**config.mk**
```make
export PLATFORM = sky130hd
export DESIGN_NAME = ifetch_stage
export DESIGN_NICKNAME = d
export VERILOG_FILES = /design/src/rtl/ifetch_stage.sv
export SDC_FILE = /design/constraint.sdc
export NUM_CORES = 1
export LEC_CHECK = 0
export CAP_MARGIN = 40
export CELL_PAD_IN_SITES_DETAIL_PLACEMENT = 0
export CELL_PAD_IN_SITES_GLOBAL_PLACEMENT = 1
export CORE_ASPECT_RATIO = 0.75
export CORE_UTILIZATION = 34
export DETAILED_ROUTE_END_ITERATION = 6
export GPL_TIMING_DRIVEN = 0
export MAX_ROUTING_LAYER = met4
export PLACE_DENSITY = 0.85
export SETUP_SLACK_MARGIN = 0.02
export SYNTH_ARGS = -nofsm -noshare
export SYNTH_HDL_FRONTEND = slang
export SYNTH_SLANG_ARGS = --single-unit
export TNS_END_PERCENT = 10
```
**constraint.sdc**
```tcl
create_clock -name clk -period 2.54 [get_ports clk]
set_input_delay 0.254 -clock clk [delete_from_list [all_inputs] [get_ports clk]]
set_output_delay 0.254 -clock clk [all_outputs]
set_load 0.05 [all_outputs]
```
**src/rtl/ifetch_stage.sv**
```systemverilog
// ifetch_stage: program counter and IF/ID register in front of a combinational instruction ROM,
// with per-cycle redirect > flush > stall priority.
module ifetch_stage #(
    parameter logic [31:0] RESET_PC  = 32'h0000_0000,
    parameter logic [31:0] NOP_INSTR = 32'h0000_0000
) (
    input  logic        clk,
    input  logic        rst_n,
    output logic [11:0] imem_a,
    input  logic [31:0] imem_spo,
    input  logic        stall,
    input  logic        flush,
    input  logic        redirect_valid,
    input  logic [31:0] redirect_pc,
    output logic [31:0] pc,
    output logic [31:0] id_instr,
    output logic [31:0] id_pc,
    output logic [31:0] id_pc4,
    output logic        id_valid,
    output logic [31:0] fetch_count
);
    logic [31:0] r_pc, r_id_instr, r_id_pc, r_id_pc4, r_fetch_count;
    logic        r_id_valid;
    logic [31:0] w_pc4;

    assign w_pc4       = r_pc + 32'd4;
    assign imem_a      = r_pc[13:2];
    assign pc          = r_pc;
    assign id_instr    = r_id_instr;
    assign id_pc       = r_id_pc;
    assign id_pc4      = r_id_pc4;
    assign id_valid    = r_id_valid;
    assign fetch_count = r_fetch_count;

    // id_pc/id_pc4 keep their last values across bubbles; only id_valid marks the slot empty
    always_ff @(posedge clk or negedge rst_n) begin
        if (!rst_n) begin
            r_pc          <= RESET_PC;
            r_id_instr    <= NOP_INSTR;
            r_id_pc       <= 32'd0;
            r_id_pc4      <= 32'd0;
            r_id_valid    <= 1'b0;
            r_fetch_count <= 32'd0;
        end else if (redirect_valid) begin
            r_pc       <= {redirect_pc[31:2], 2'b00};
            r_id_instr <= NOP_INSTR;
            r_id_valid <= 1'b0;
        end else if (flush) begin
            r_id_instr <= NOP_INSTR;
            r_id_valid <= 1'b0;
            if (!stall)
                r_pc <= w_pc4;
        end else if (!stall) begin
            r_pc          <= w_pc4;
            r_id_instr    <= imem_spo;
            r_id_pc       <= r_pc;
            r_id_pc4      <= w_pc4;
            r_id_valid    <= 1'b1;
            r_fetch_count <= r_fetch_count + 32'd1;
        end
    end
endmodule

```
# Yosys cells after proc, flatten, opt, wreduce, memory -nomap -nowiden
# Cells that the tools add are included.
[word_totals]
reg_bits = 161
in_bits = 69
out_inout_bits = 173
elab_cells = 22
[classes]
add_sub_neg = 2
n_eq_ne = 2
muxes = 8
bitwise_logic = 3
n_reduce_logical = 1
[op_table]
columns = ["cell", "count"]
rows = [
  ["$mux W32", 5],
  ["$add A32 B1 Y32 const B", 1],
  ["$add A32 B3 Y32 const B", 1],
  ["$mux W1", 3],
  ["$ne A3 B1 Y1 const B", 1],
  ["$not A1 Y1", 3],
  ["$reduce_and A3 Y1", 1],
  ["$ne A2 B1 Y1 const B", 1],
]

# Logic depth before layout (Yosys ltp)
[depth]
depth_word = 3
mapped_depth = 7

# Worst setup path after synthesis
# Ideal clock, no wire load.
[synth_timing]
path_kind = "reg-to-reg"
start = "reg r_pc[2], in the netlist pc[2]"
end = "reg r_id_pc4[24], in the netlist id_pc4[24]"
arrival_time_ps = 2168
path_slack_ps = 238
stages_incl_launch_ff = 8
path_buffers = 1
synth_period_minus_slack_ps = 2302
cell_sequence = "dfrtp_1 ha_1 and4_1 nand4_1 buf_2 nor3_1 xnor2_1 o21ai_0"
[synth_via]
elab_chain_len = 1
[synth_lines]
columns = ["element", "line_no", "source"]
rows = [
  ["start: declaration", "22", "logic [31:0] r_pc, r_id_instr, r_id_pc, r_id_pc4, r_fetch_count;"],
  ["start signal: assignment", "45", "r_pc <= {redirect_pc[31:2], 2'b00};"],
  ["start signal: assignment", "52", "r_pc <= w_pc4;"],
  ["start signal: assignment", "54", "r_pc <= w_pc4;"],
  ["$add A32 B3 Y32", "26", "assign w_pc4 = r_pc + 32'd4;"],
  ["end signal: assignment", "57", "r_id_pc4 <= w_pc4;"],
  ["end: declaration", "22", ""],
]
# Every way passes these cells.
# A chain may end at the register's enable or synchronous reset.

# Worst setup path after layout
[layout_timing]
start = "reg r_pc[13], in the netlist pc[13]"
end = "reg r_pc[25], in the netlist pc[25]"
[layout_via]
elab_chain_len = 3
[layout_lines]
columns = ["element", "line_no", "source"]
rows = [
  ["$add A32 B3 Y32", "26", ""],
  ["$mux W32", "51, 53", ""],
  ["$mux W32", "44", "end else if (redirect_valid) begin"],
]
# Every way passes these cells. The select of a mux whose other input is x is not followed.

==> summary.txt <==
Run status
  • Outcome: finished clean

Route
  • Vias: around 6.0k
  • Routed vias/inst: between 4 and 5
  • DRT Pass-1 Iters: 5
  • Drt initial violations: about 460
  • Routed Antenna Nets: 0
  • Total Wirelength: about 21 mm
  • Post-route DRC: 0
  • DR WL/cell: about 16 um

Placed design
  • Dpl cells: about 1.2k
  • Buffers on Ports: approximately 230
  • GP Congestion: 0.777
  • DP Wirelength: 15.1 mm

Global routing
  • Vias in the first global route: about 5.8k
  • First-pass GRT wire length: around 33 mm
  • Gr usage total: 0.204
  • Largest net degree at the start of global routing: 93
  • Total gr overflow: 0
  • Antenna violations before repair: 0

Logic synthesis
  • Register area share after synthesis: 0.549
  • Mean post-synth cell area: roughly 10 um^2
  • Ys Warns: 0
  • Top_reg_cell synth: dfrtp_1
  • Post-synth EDFFs: 0
  • FFs w/ async S/R, synth: 1.00
  • Cell Area, Synth: 7070 um^2
  • Post-synthesis register bit count: roughly 160
  • Netlist cell types: 38
  • Mapped Cells: 710

Layout
  • Commonest non-fill, non-tap cells in the layout: clkdlybuf4s50_1 (230), nand2_1 (171), dfrtp_1 (154), xnor2_1 (57), o21ai_0 (52)
  • Fill cell count: roughly 1.9k
  • Synth-to-Final Area Change: 46.7%
  • Fraction of layout cells with a size suffix above 1: 0.0835
  • Nets@finish: around 1.0k
  • N_diodes: 0
  • Fin cells: 1264
  • Most common cell after layout, fill and taps aside: clkdlybuf4s50_1

CTS
  • CTS H-tree depth: 4
  • Worst-Skew Late Latency: 0.42 ns
  • Clock sinks: 155
  • Max Root-Sink Buffers: 2
  • CTS root buf: clkbuf_16
  • Clock buffer count from CTS: 17
  • CTS tree: built
  • Clock-pin slew on the worst setup and hold paths: roughly 0.070 ns

Worst setup path
  • CP Launch Type: flip-flop
  • Crit path max fanout: 8
  • Nature of the critical path endpoint: flip-flop
  • Required time worst endpoint: around 2.8 ns
  • Setup CP Type: flip-flop to flip-flop
  • Crit path DAT: around 2.6 ns

Timing
  • Min cycle time layout: between 2 and 2.5 ns
  • Final Cycle Share: 0.912
  • Hold slack: 0.355 ns
  • Final Skew: about 0.013 ns
  • Setup violators final: 0
  • Fin. Hold Viols: 0
  • Final slew viol count: 0
  • Max_slew headroom: 0.365
  • RSZ-0062 raised after global routing: false
  • Worst Tran Pin Value: around 0.94 ns
  • Fmax: approximately 430 MHz

Min path
  • Hold Crit Class: primary input to asynchronous set/reset pin

Run
  • Max-cap violations: 0

Power and ir drop
  • Tot Pwr: about 7.7 mW
  • Max IR drop VDD: around 0.00037 V
  • PwrDens: approximately 740 nW/um^2
  • Static leakage: ~4.5 nW

Floorplanning
  • Initial Util: 0.348
  • Die Ht: about 130 um
  • Die W: around 170 um
  • Core area: 20300 um^2
  • Row count: between 40 and 50
  • I/O Pins: roughly 240
  • Die area: ~21000 um^2
==> critical path, cell delays in order (launching register included) <==
cell and delay, ns:
dfrtp_1 0.55, nand4_2 0.18, nor3_1 0.81, nand4_1 0.22, xnor2_1 0.18, mux2_2 0.26
==> cell usage after synthesis, types with 2 or more instances <==
| master | number | share of area |
|---|---|---|
| clkbuf_1 | 31 | 0.016 |
| ha_1 | 2 | 0.0035 |
| and3_1 | 7 | 0.0062 |
| xor2_1 | 31 | 0.038 |
| nand4_1 | 19 | 0.017 |
| o21ai_1 | 9 | 0.0064 |
| nor2_1 | 24 | 0.013 |
| a22o_1 | 32 | 0.040 |
| buf_2 | 10 | 0.0071 |
| or2_2 | 2 | 0.0018 |
| xnor2_1 | 57 | 0.071 |
| nor4_1 | 7 | 0.0062 |
| and4_1 | 8 | 0.0099 |
| o21ai_0 | 52 | 0.037 |
| nand4_2 | 2 | 0.0035 |
| nor4_2 | 2 | 0.0035 |
| nor4b_2 | 4 | 0.0085 |
| buf_4 | 20 | 0.021 |
| or3_1 | 2 | 0.0018 |
| nor3_1 | 16 | 0.011 |
| nand2_1 | 171 | 0.091 |
| inv_1 | 10 | 0.0053 |
| and2_1 | 2 | 0.0018 |
| nand3_1 | 22 | 0.016 |
| dfrtp_1 | 155 | 0.55 |
==> per-stage QoR <==
stage	TNS, ns	util	worst slack, ns	area [um^2]
after detailed placement	-0.396	0.481	-0.0919	9780
final	0	0.510	0.225	10400
after global placement	-825.53	0.480	-5.33	9750
after global routing	0	0.510	0.0570	10400
after floorplan	0	-	0.238	7090
after CTS	0	0.510	0.138	10400
==> sequential cells by signal, summed over array words and instances (netlist names) <==
name         count
id_pc           30
id_pc4          30
id_instr        32
fetch_count     32
id_valid         1
pc              30
==> routing by layer <==
layer,GRT usage,share of wire
met1,0.293,0.49
met2,0.292,0.44
met3,0.0434,0.062
met4,0.0481,0.0051
met5,-,0
==> cell type report <==
cell class,count,area (um^2),share of cell area
repair buffers,235,2370,0.229
clock inverters,14,111,0.0107
inverters,10,37.5,0.00362
flip-flops and latches,155,3880,0.374
clock buffers,18,439,0.0424
well taps,282,353,0.0340
plain buffers,63,333,0.0321
multi-input cells,487,2840,0.274
==> where the power goes <==
| part | switching [mW] | internal [mW] |
|---|---|---|
| Clock | 1.11 | 1.30 |
| Sequential | 0.234 | 2.73 |
| Combinational | 1.54 | 0.788 |
| Total | 2.88 | 4.82 |
==> cells by family (layout without fill, tap and decap cells) <==
family | count (synthesis) | count (layout) | share of synthesized area
flip-flops | 155 | 155 | 0.549
adder cells (fa/ha/maj) | 2 | 2 | 0.00354
AO/OA/AOI/OAI | 94 | 94 | 0.0836
XOR/XNOR | 88 | 88 | 0.109
AND/OR/NAND/NOR | 295 | 295 | 0.199
buffers and inverters | 73 | 340 | 0.0524
other | 1 | 6 | 0.000531
multiplexers | 2 | 2 | 0.00301
==> worst paths after layout <==
| kind | startpoint | end | slack [ns] | depth (start not counted) |
|---|---|---|---|---|
| max | pc[13]$_DFFE_PN0N_ | pc[25]$_DFFE_PN0N_ | 0.22 | 5 |
| min | rst_n | id_instr[20]$_DFFE_PN0P_ | 0.35 | 2 |
| max reg2reg | pc[13]$_DFFE_PN0N_ | pc[25]$_DFFE_PN0N_ | 0.22 | 5 |
| min reg2reg | id_pc[14]$_DFFE_PN0P_ | id_pc[14]$_DFFE_PN0P_ | 0.47 | 2 |
| max in group asynchronous | rst_n | id_pc[29]$_DFFE_PN0P_ | 1.35 | 3 |
| min in group clk | redirect_pc[31] | pc[31]$_DFFE_PN0N_ | 0.39 | 3 |
==> what timing repair did <==
| action | in CTS | in global routing |
|---|---|---|
| gates resized for setup | 0 | 2 |
| hold buffers | 1 | 0 |
| pin swaps | 1 | 0 |
| setup endpoints to repair | 9 | 7 |
| buffers inserted | 2 | 0 |
| endpoints found under the hold margin | 63 | 0 |
(Power assumes the default switching activity.)
